$ cat config.mk
export PLATFORM = sky130hd
export DESIGN_NAME = sprite_row_fetcher_flat
export DESIGN_NICKNAME = d
export VERILOG_FILES = /design/src/rtl/sprite_row_fetcher_if.sv /design/src/rtl/sprite_row_fetcher.sv /design/src/flat_wrapper.sv
export SDC_FILE = /design/constraint.sdc
export NUM_CORES = 1
export LEC_CHECK = 0
export ABC_AREA = 1
export CAP_MARGIN = 20
export CELL_PAD_IN_SITES_DETAIL_PLACEMENT = 1
export CELL_PAD_IN_SITES_GLOBAL_PLACEMENT = 1
export CORE_UTILIZATION = 40
export DETAILED_ROUTE_END_ITERATION = 10
export MAX_ROUTING_LAYER = met4
export PLACE_DENSITY = 0.84
export SYNTH_ARGS = -nofsm -noshare
export SYNTH_HDL_FRONTEND = slang
export SYNTH_SLANG_ARGS = --single-unit
$ cat constraint.sdc
create_clock -name Clk -period 8.34 [get_ports Clk]
set_clock_uncertainty 0.1 [all_clocks]
set_input_delay 0.834 -clock Clk [delete_from_list [all_inputs] [get_ports Clk]]
set_output_delay 0.834 -clock Clk [all_outputs]
set_load 0.05 [all_outputs]
$ cat src/rtl/sprite_row_fetcher_if.sv
// Pixel stream between the sprite row fetcher and the scanline compositor.
//   pixel_valid       - pixel_data/col/last/transparent hold a pixel
//   pixel_ready       - consumer accepts the pixel this cycle
//   pixel_data        - 24-bit RGB
//   pixel_transparent - pixel_data equals the transparent key
//   pixel_col         - sprite column the pixel came from
//   pixel_last        - final pixel of the requested run
interface sprite_row_fetcher_if;
    logic        pixel_valid;
    logic        pixel_ready;
    logic [23:0] pixel_data;
    logic        pixel_transparent;
    logic [6:0]  pixel_col;
    logic        pixel_last;

    modport master (
        output pixel_valid, pixel_data, pixel_transparent, pixel_col, pixel_last,
        input  pixel_ready
    );
    modport slave (
        input  pixel_valid, pixel_data, pixel_transparent, pixel_col, pixel_last,
        output pixel_ready
    );
endinterface

$ cat src/rtl/sprite_row_fetcher.sv
// Sprite row fetcher: reads one clipped row segment of a sprite ROM and
// streams it out as pixels with valid/ready flow control.
// Ports:
//   Clk, Reset           - clock, synchronous active-high reset
//   start                - request strobe, accepted only in IDLE outside the done cycle
//   sprite_sel/row/col_start/run_len - request (0 brick, 1 question, 2 bcloud, 3 bhill)
//   busy, done           - run in progress / one-cycle completion pulse
//   rom_addr, rom_sel    - shared ROM read address and latched sprite select
//   *_data               - ROM read data, valid one cycle after rom_addr
//   pix                  - pixel stream (master side)
// Pipeline: address stage -> ROM data stage -> output register + 2-entry skid.
module sprite_row_fetcher #(
    parameter logic [23:0] TRANSPARENT_KEY = 24'hFF00FF
) (
    input  logic        Clk,
    input  logic        Reset,
    input  logic        start,
    input  logic [1:0]  sprite_sel,
    input  logic [5:0]  row,
    input  logic [6:0]  col_start,
    input  logic [6:0]  run_len,
    output logic        busy,
    output logic        done,
    output logic [11:0] rom_addr,
    output logic [1:0]  rom_sel,
    input  logic [23:0] brick_data,
    input  logic [23:0] question_data,
    input  logic [23:0] bcloud_data,
    input  logic [23:0] bhill_data,
    sprite_row_fetcher_if.master pix
);
    typedef enum logic [1:0] {IDLE, FETCH, DRAIN} state_e;

    typedef struct packed {
        logic [23:0] data;
        logic        transp;
        logic [6:0]  col;
        logic        last;
    } pix_t;

    state_e      state_q, state_d;
    logic        busy_q, busy_d, done_q, done_d;
    logic [11:0] rom_addr_q, rom_addr_d, base_q, base_d;
    logic [1:0]  sel_q, sel_d;
    logic [6:0]  icol_q, icol_d, rem_q, rem_d;
    logic        a_vld_q, a_vld_d, a_last_q, a_last_d;
    logic [6:0]  a_col_q, a_col_d;
    logic        d_vld_q, d_vld_d, d_last_q, d_last_d;
    logic [6:0]  d_col_q, d_col_d;
    logic        out_vld_q, out_vld_d;
    pix_t        out_q, out_d, d_word;
    pix_t [1:0]  sk_q, sk_d;
    logic [1:0]  sk_cnt_q, sk_cnt_d;

    logic [6:0]  g_w, g_avail, g_n;
    logic [5:0]  g_h;
    logic [11:0] g_base;
    logic [23:0] rom_word;
    logic [2:0]  occ;
    logic        pop, issue_ok;

    // Geometry of the requested sprite; row*W built from shifts.
    always_comb begin
        g_w    = 7'd80;
        g_h    = 6'd35;
        g_base = {row, 6'b0} + {2'b0, row, 4'b0};
        case (sprite_sel)
            2'd0, 2'd1: begin
                g_w    = 7'd16;
                g_h    = 6'd16;
                g_base = {2'b0, row, 4'b0};
            end
            2'd2: begin
                g_w    = 7'd48;
                g_h    = 6'd32;
                g_base = {1'b0, row, 5'b0} + {2'b0, row, 4'b0};
            end
            default: ;
        endcase
        g_avail = g_w - col_start;
        if (row >= g_h || col_start >= g_w) g_n = '0;
        else if (run_len < g_avail)         g_n = run_len;
        else                                g_n = g_avail;
    end

    always_comb begin
        case (sel_q)
            2'd0:    rom_word = brick_data;
            2'd1:    rom_word = question_data;
            2'd2:    rom_word = bcloud_data;
            default: rom_word = bhill_data;
        endcase
        d_word.data   = rom_word;
        d_word.transp = (rom_word == TRANSPARENT_KEY);
        d_word.col    = d_col_q;
        d_word.last   = d_last_q;
    end

    // Output register fed from the skid head first, so order is preserved.
    always_comb begin
        pop       = out_vld_q && pix.pixel_ready;
        out_vld_d = out_vld_q;
        out_d     = out_q;
        sk_d      = sk_q;
        sk_cnt_d  = sk_cnt_q;
        if (pop || !out_vld_q) begin
            if (sk_cnt_q != 2'd0) begin
                out_d     = sk_q[0];
                out_vld_d = 1'b1;
                sk_d[0]   = sk_q[1];
                sk_cnt_d  = sk_cnt_q - 2'd1;
                if (d_vld_q) begin
                    if (sk_cnt_q == 2'd1) sk_d[0] = d_word;
                    else                  sk_d[1] = d_word;
                    sk_cnt_d = sk_cnt_q;
                end
            end else if (d_vld_q) begin
                out_d     = d_word;
                out_vld_d = 1'b1;
            end else begin
                out_vld_d = 1'b0;
            end
        end else if (d_vld_q) begin
            if (sk_cnt_q == 2'd0) sk_d[0] = d_word;
            else                  sk_d[1] = d_word;
            sk_cnt_d = sk_cnt_q + 2'd1;
        end
        // A new address lands two edges later; with no pops meanwhile the
        // stored words plus the one in the address stage plus the new one
        // must fit in output + skid (3 words).
        occ      = {2'b0, out_vld_d} + {1'b0, sk_cnt_d} + {2'b0, a_vld_q};
        issue_ok = (occ <= 3'd2);
    end

    always_comb begin
        state_d    = state_q;
        busy_d     = busy_q;
        done_d     = 1'b0;
        rom_addr_d = rom_addr_q;
        base_d     = base_q;
        sel_d      = sel_q;
        icol_d     = icol_q;
        rem_d      = rem_q;
        a_vld_d    = 1'b0;
        a_col_d    = a_col_q;
        a_last_d   = a_last_q;
        d_vld_d    = a_vld_q;
        d_col_d    = a_col_q;
        d_last_d   = a_last_q;
        case (state_q)
            IDLE: begin
                if (start && !done_q) begin
                    sel_d = sprite_sel;
                    if (g_n == 7'd0) begin
                        done_d = 1'b1;
                    end else begin
                        state_d    = FETCH;
                        busy_d     = 1'b1;
                        base_d     = g_base;
                        rom_addr_d = g_base + {5'b0, col_start};
                        a_vld_d    = 1'b1;
                        a_col_d    = col_start;
                        a_last_d   = (g_n == 7'd1);
                        icol_d     = col_start + 7'd1;
                        rem_d      = g_n - 7'd1;
                    end
                end
            end
            FETCH: begin
                if (rem_q == 7'd0) begin
                    state_d = DRAIN;
                end else if (issue_ok) begin
                    rom_addr_d = base_q + {5'b0, icol_q};
                    a_vld_d    = 1'b1;
                    a_col_d    = icol_q;
                    a_last_d   = (rem_q == 7'd1);
                    icol_d     = icol_q + 7'd1;
                    rem_d      = rem_q - 7'd1;
                end
            end
            default: ;
        endcase
        // Run ends on the handshake of the pixel tagged last.
        if (pop && out_q.last) begin
            state_d = IDLE;
            busy_d  = 1'b0;
            done_d  = 1'b1;
        end
    end

    always_ff @(posedge Clk) begin
        if (Reset) begin
            state_q    <= IDLE;
            busy_q     <= 1'b0;
            done_q     <= 1'b0;
            rom_addr_q <= '0;
            base_q     <= '0;
            sel_q      <= '0;
            icol_q     <= '0;
            rem_q      <= '0;
            a_vld_q    <= 1'b0;
            a_col_q    <= '0;
            a_last_q   <= 1'b0;
            d_vld_q    <= 1'b0;
            d_col_q    <= '0;
            d_last_q   <= 1'b0;
            out_vld_q  <= 1'b0;
            out_q      <= '0;
            sk_q       <= '0;
            sk_cnt_q   <= '0;
        end else begin
            state_q    <= state_d;
            busy_q     <= busy_d;
            done_q     <= done_d;
            rom_addr_q <= rom_addr_d;
            base_q     <= base_d;
            sel_q      <= sel_d;
            icol_q     <= icol_d;
            rem_q      <= rem_d;
            a_vld_q    <= a_vld_d;
            a_col_q    <= a_col_d;
            a_last_q   <= a_last_d;
            d_vld_q    <= d_vld_d;
            d_col_q    <= d_col_d;
            d_last_q   <= d_last_d;
            out_vld_q  <= out_vld_d;
            out_q      <= out_d;
            sk_q       <= sk_d;
            sk_cnt_q   <= sk_cnt_d;
        end
    end

    assign busy                  = busy_q;
    assign done                  = done_q;
    assign rom_addr              = rom_addr_q;
    assign rom_sel               = sel_q;
    assign pix.pixel_valid       = out_vld_q;
    assign pix.pixel_data        = out_q.data;
    assign pix.pixel_transparent = out_q.transp;
    assign pix.pixel_col         = out_q.col;
    assign pix.pixel_last        = out_q.last;
endmodule

$ cat src/flat_wrapper.sv
// flat-port wrapper written by rule: the top's interface ports become plain ports
module sprite_row_fetcher_flat 
#(
    parameter logic [23:0] TRANSPARENT_KEY = 24'hFF00FF
)
  (Clk, Reset, start, sprite_sel, row, col_start, run_len, busy, done, rom_addr, rom_sel, brick_data, question_data, bcloud_data, bhill_data, pix_pixel_valid, pix_pixel_data, pix_pixel_transparent, pix_pixel_col, pix_pixel_last, pix_pixel_ready);
  sprite_row_fetcher_if pix_i ();
  input  logic Clk;
  input  logic Reset;
  input  logic start;
  input  logic [1:0] sprite_sel;
  input  logic [5:0] row;
  input  logic [6:0] col_start;
  input  logic [6:0] run_len;
  output logic busy;
  output logic done;
  output logic [11:0] rom_addr;
  output logic [1:0] rom_sel;
  input  logic [23:0] brick_data;
  input  logic [23:0] question_data;
  input  logic [23:0] bcloud_data;
  input  logic [23:0] bhill_data;
  output wire logic [$bits(pix_i.pixel_valid)-1:0] pix_pixel_valid;
  output wire logic [$bits(pix_i.pixel_data)-1:0] pix_pixel_data;
  output wire logic [$bits(pix_i.pixel_transparent)-1:0] pix_pixel_transparent;
  output wire logic [$bits(pix_i.pixel_col)-1:0] pix_pixel_col;
  output wire logic [$bits(pix_i.pixel_last)-1:0] pix_pixel_last;
  input wire logic [$bits(pix_i.pixel_ready)-1:0] pix_pixel_ready;
  assign pix_pixel_valid = pix_i.pixel_valid;
  assign pix_pixel_data = pix_i.pixel_data;
  assign pix_pixel_transparent = pix_i.pixel_transparent;
  assign pix_pixel_col = pix_i.pixel_col;
  assign pix_pixel_last = pix_i.pixel_last;
  assign pix_i.pixel_ready = pix_pixel_ready;
  sprite_row_fetcher #(.TRANSPARENT_KEY(TRANSPARENT_KEY)) u_core (.Clk(Clk), .Reset(Reset), .start(start), .sprite_sel(sprite_sel), .row(row), .col_start(col_start), .run_len(run_len), .busy(busy), .done(done), .rom_addr(rom_addr), .rom_sel(rom_sel), .brick_data(brick_data), .question_data(question_data), .bcloud_data(bcloud_data), .bhill_data(bhill_data), .pix(pix_i));
endmodule
# Yosys cells after proc, flatten, opt, wreduce, memory -nomap -nowiden
# Index checks and enable logic that the tools add are counted.
[word_totals]
register_bits = 164
latchBits = 0
ram_bits = 0
mem_bits_ro = 0
inputBits = 122
output_inout_bits = 50
wordCells = 151
mem_count = 0
[op_classes]
addsub = 13
multipliers = 0
n_div = 0
order_cmp = 4
n_eq_ne = 17
n_shift = 0
muxes = 61
bitwise_logic = 1
reduce_logical = 27
[ops]
columns = ["op", "count"]
rows = [
  ["$mux 66", 4],
  ["$mux 33", 6],
  ["$mux 7", 14],
  ["$pmux 24 s3", 1],
  ["$pmux 7 s2", 4],
  ["$mux 12", 4],
  ["$pmux 12 s2", 2],
  ["$add 12x7->12", 2],
  ["$eq 24x24->1 const B", 1],
  ["$mux 1", 15],
  ["$add 7x1->7 const B", 2],
  ["$eq 7x1->1 const B", 2],
  ["$logic_not 7->1", 2],
  ["$mux 2", 7],
  ["$sub 7x1->7 const B", 2],
  ["$add 11x10->12", 1],
  ["$add 12x10->12", 1],
  ["$pmux 6 s2", 1],
  ["$reduce_bool 2->1", 5],
  ["$eq 2x1->1 const B", 4],
  ["$logic_not 2->1", 4],
  ["$ne 2x1->1 const B", 4],
  ["$ne 2x2->1 const B", 4],
  ["$reduce_and 4->1", 2],
  ["other kinds (20)", 29],
]

# Longest topological paths before layout
[depth]
depth_word = 12
mapped_depth = 26
mapped_depth_nobuf = 26

# Worst setup path after synthesis
# No wires, ideal clock.
[synth_timing]
path_type = "input to register"
startpoint = "input sprite_sel[1]"
endpoint = "register u_core.rom_addr_q[4], in the netlist u_core.rom_addr[4]"
setup_ns = 0.115
arrival_ns = 3.782
t_required_ns = 8.125
setup_slack_ns = 4.344
cell_stages = 23
n_path_buf = 1
path_cell_list = "inv_1 > nor2_1 > ha_1 > a21oi_1 > nand2_1 > nand2_1 > nand2_1 > ha_1 > a21o_1 > nor2_4 > nand2_4 > nand2_1 > nand3_1 > ha_1 > nand2_2 > nor2_2 > nand2_1 > nand2_4 > nand2_4 > nor2_8 > buf_6 > nand2_1 > nand2_1"
[synth_between]
elab_chain_len = 10
elab_cells_between_ends = 21
classes_between = "add/sub: 2; order compare: 3; eq/ne: 3; mux: 8; reduce/logical: 5"
[synth_lines]
columns = ["item", "line", "source"]
rows = [
  ["start, declared", "flat_wrapper.sv:11", "input logic [1:0] sprite_sel;"],
  ["$eq 2x1->1 or $logic_not 2->1 (tied branches)", "sprite_row_fetcher.sv:67", "case (sprite_sel)"],
  ["$reduce_or 2->1", "sprite_row_fetcher.sv:67", ""],
  ["$pmux 7 s2", "sprite_row_fetcher.sv:67", ""],
  ["$sub 7x7->7", "sprite_row_fetcher.sv:80", "g_avail = g_w - col_start;"],
  ["$lt 7x7->1", "sprite_row_fetcher.sv:82", "else if (run_len < g_avail) g_n = run_len;"],
  ["$mux 7", "sprite_row_fetcher.sv:82", ""],
  ["$mux 7", "sprite_row_fetcher.sv:81", "if (row >= g_h || col_start >= g_w) g_n = '0;"],
  ["$logic_not 7->1", "sprite_row_fetcher.sv:154", "if (g_n == 7'd0) begin"],
  ["$ne 2x2->1 (no line)", "--", ""],
  ["$reduce_and 5->1 (no line)", "--", ""],
  ["end signal, assigned", "sprite_row_fetcher.sv:215", "rom_addr_q <= rom_addr_d;"],
  ["end, declared", "sprite_row_fetcher.sv:43", "logic [11:0] rom_addr_q, rom_addr_d, base_q, base_d;"],
]
# Parallel ways exist; a longest one is shown, timed or not. The select of a mux whose other input is x is not followed.
# A chain may end at the register's enable or synchronous reset.

# Worst setup path in the final report
[layout_timing]
startpoint = "input sprite_sel[1]"
endpoint = "register u_core.a_col_q[5]"
[layout_between]
elab_chain_len = 10
elab_cells_between_ends = 16
classes_between = "add/sub: 1; order compare: 3; eq/ne: 3; mux: 4; reduce/logical: 5"
[layout_lines]
columns = ["item", "line", "source"]
rows = [
  ["$eq 2x1->1 or $logic_not 2->1 (tied branches)", "sprite_row_fetcher.sv:67", ""],
  ["$reduce_or 2->1", "sprite_row_fetcher.sv:67", ""],
  ["$pmux 7 s2", "sprite_row_fetcher.sv:67", ""],
  ["$sub 7x7->7", "sprite_row_fetcher.sv:80", ""],
  ["$lt 7x7->1", "sprite_row_fetcher.sv:82", ""],
  ["$mux 7", "sprite_row_fetcher.sv:82", ""],
  ["$mux 7 *", "sprite_row_fetcher.sv:81", ""],
  ["$logic_not 7->1 *", "sprite_row_fetcher.sv:154", ""],
  ["$ne 2x2->1 (no line) *", "--", ""],
  ["$reduce_and 5->1 (no line) *", "--", ""],
  ["end signal, assigned", "sprite_row_fetcher.sv:221", "a_col_q <= a_col_d;"],
  ["end, declared", "sprite_row_fetcher.sv:47", "logic [6:0] a_col_q, a_col_d;"],
]
# Every way passes the cells marked *; elsewhere a longest branch is shown, timed or not.

==> impl_metrics.toml <==
[synth]
synth-main-ff-cell = "dfxtp_1"
synth-edff-count = 0
async_flop_share_pct = 0
yosys_warnings = 0
synth_nets = 1514
avgSynthCellArea_sq_um = 6.64
netlist_area_sq_um = 8950
ys_types = 42
ys_seq_elements = 156
synth_seq_area_share_pct = 34.9
syn_inst = 1347

[clocking]
cts_setup_buffers = 0
ctsHtreeMaxLevel = 4
holdBufCountCts = 0
cts_made_buffers = 17
cts_sinks = 156
root_buffer = "clkbuf_16"
clk_pin_slew_ns = 0.06
tritoncts = "built"
cts_max_path_buffers = 2
clock_latency_ns = 0.42
ctsResizeCount = 0

[timing]
setup_viol = 0
slew_headroom_pct = 43.4
timing.fmax_ghz = 0.195
setup_tns_ns = 0
rsz0062_at_grt = "no"
fin_crit_ns = 5.13
finalMaxSlewViolations = 0
fin_crit_sh_pct = 61.5
tightest_slew_ns = 0.848
hold_violations = 0
holdWs_ns = 0.350

[run_status]
status = "finished, final reports clean"

[detailed_routing]
first_pass_iters = 4
wirelength_mm = 29.6
viasPerCell = 5.32
vias = 9406
wl_per_cell_microns = 16.7
drc = 0
drtIter0Drc = 386
drtAntennaViolNets = 0

[worst_hold_path]
holdPathEnd = "u_core.d_col_q[2]"
holdCritPathClass = "reg2reg"
holdPathStages = 2
holdCritStartpoint = "u_core.a_col_q[2]"

[power]
ir_worst_vdd_mv = 0.255
p_leak_nw = 5.04
powerDensity_nw_per_um2 = 358

[worst_setup_path]
r2r_cells = 15
required_ns = 8.61
r2r-start = "u_core.sk_cnt_q[0]"
critPathKind = "in2reg"
startpoint_type = "primary input"
arrival_ns = 5.39
crit_fanout = 28
reg2reg_slack_ns = 4.17
end_kind = "flop"
reg2reg_to = "u_core.a_col_q[5]"

[cells_and_area]
diodes = 0
seq_area_sq_um = 3120
multiInputGateArea_sq_um = 5020
area_delta_synth_final_pct = 27.7
nFillCells = 2875
final_net_count = 1642
drive_gt1_share_pct = 4.97

[floorplanning]
die_h_microns = 152
fp.coreArea_sq_um = 21900
start_util_pct = 40.9
die-area_sq_um = 23000
die_w_microns = 152
ios = 172
row_count = 54

[global_route]
grt_antenna_before_repair = 0
groute.usage.overall_pct = 27.6
grt_pass1_wl_mm = 48.4
grt_overflow = 0
grt_max_degree = 57
grt_pass1_vias = 9739

[placed_design]
hpwl_mm = 21.0
gp_congestion = 0.892
io_buffers = 171

[job]
cap_violations = 0
==> routing by layer <==
layer,wire [microns],part of all wire [%],GRT usage (%),vias to the layer above
met5,0,0,-,-
met4,987,3.3,11.1,0
met3,837,2.8,3.08,59
met2,15100,51,49.5,165
met1,12600,43,31.2,4524
li1,-,-,-,4658
==> critical path, stage by stage <==
cell and delay, ns:
clkdlybuf4s50_1 0.55, inv_1 0.15, nor2_1 0.41, ha_1 0.38, a21oi_1 0.22, nand2_1 0.07
nand2_1 0.06, nand2_1 0.07, ha_1 0.29, nand2_1 0.06, a21oi_1 0.21, nor2_4 0.10
nand2_4 0.10, nand2_1 0.06, nand3_1 0.19, ha_1 0.24, nand2_2 0.08, nor2_2 0.10
nand2_1 0.10, nand2_4 0.19, nand2_4 0.26, nor2_8 0.41, nand2_1 0.14, nand2_1 0.10
==> through the flow <==
stage | power [mW] | utilization, % | std cells | worst slack, ns | instance area (sq um)
floorplan | 2.55 | - | 1347 | 4.34 | 8950
global route | 4.37 | 52.2 | 1768 | 2.71 | 11400
detailed placement | 3.23 | 49.3 | 1736 | 2.78 | 10800
global placement | 3.16 | 49.3 | 1736 | 3.02 | 10800
finish | 4.09 | 52.2 | 1768 | 3.21 | 11400
CTS | 4.11 | 52.2 | 1768 | 3.19 | 11400
==> cell usage in the layout (no fill, tap or decap), types with 3 or more instances in the layout <==
master,count
ha_1,40
nor2_1,121
nand3_1,90
buf_4,11
bufinv_16,5
a211oi_1,3
nand4_1,16
a31oi_1,10
fa_1,5
or2_2,4
clkbuf_16,17
clkinv_2,4
o21ai_1,6
dfxtp_1,156
nor2_4,3
mux2i_1,8
a21oi_1,128
inv_2,7
clkdlybuf4s50_1,170
nand3_2,3
xnor2_1,4
nand2_1,336
o21ai_0,159
clkinvlp_4,3
nand3b_1,11
nor2_2,3
nand2_4,3
nand2_2,3
inv_1,123
xor2_1,7
nor3_1,5
==> flip-flops by register name, summed over array words and instances (netlist names), 7 cells and up <==
name and cells:
u_core.sk_q 66, u_core.pix.pixel_data 24, u_core.base_q 8, u_core.rom_addr 8, u_core.a_col_q 7, u_core.d_col_q 7
u_core.icol_q 7, u_core.pix.pixel_col 7, u_core.rem_q 7
==> synth_stat cells (all sizes together), types with 3 or more instances <==
cell | count | area share [%]
nand3 | 93 | 5.4
mux2i | 8 | 0.89
o21ai | 167 | 9.3
inv | 130 | 5.5
ha | 40 | 5.6
a31oi | 10 | 0.70
nand3b | 11 | 0.92
xnor2 | 4 | 0.39
dfxtp | 156 | 35
buf | 20 | 1.4
a21oi | 128 | 7.2
clkbuf | 53 | 2.2
or2 | 4 | 0.28
xor2 | 7 | 0.69
fa | 5 | 1.1
nand4 | 16 | 1.1
nor3 | 6 | 0.34
nor2 | 128 | 5.9
a211oi | 3 | 0.25
nand2 | 342 | 15
==> power breakdown <==
group | total (mW) | internal, mW | leakage, nW | switching (mW)
logic | 2.06 | 0.636 | 3.46 | 1.42
clock network | 0.857 | 0.545 | 0.312 | 0.312
registers | 1.18 | 1.01 | 1.28 | 0.171
total | 4.09 | 2.19 | 5.04 | 1.91
==> area by class of cell <==
class                   instances  area share (%)
clock inverters                12            1.69
multi-input cells             986            44.0
inverters                     132            4.33
repair buffers                182            15.7
clock buffers                  20            3.99
flip-flops and latches        156            27.3
well taps                     280            3.06
==> kinds of logic (layout without fill, tap and decap cells) <==
kind of cell | after synthesis | count (layout) | share of synthesized area [%]
adders and majority gates | 45 | 45 | 6.71
buffers and inverters | 205 | 346 | 9.18
AOI/OAI and AO/OA | 318 | 318 | 18.3
DFF | 156 | 156 | 34.9
and+or+nand+nor | 603 | 603 | 28.8
xor gates and xnor gates | 11 | 11 | 1.08
muxes | 9 | 9 | 1.02
==> how the worst max path moves through the flow <==
stage                                      to          start  cells past startpoint
after global routing        u_core.a_col_q[5]  sprite_sel[1]                     26
after CTS                   u_core.a_col_q[5]  sprite_sel[1]                     26
after global placement    u_core.rom_addr[10]  sprite_sel[1]                     24
after detailed placement    u_core.a_col_q[0]  sprite_sel[1]                     26
after floorplan            u_core.rom_addr[4]  sprite_sel[1]                     23
final                       u_core.a_col_q[5]  sprite_sel[1]                     24
Power figures use the tool's default switching activity.
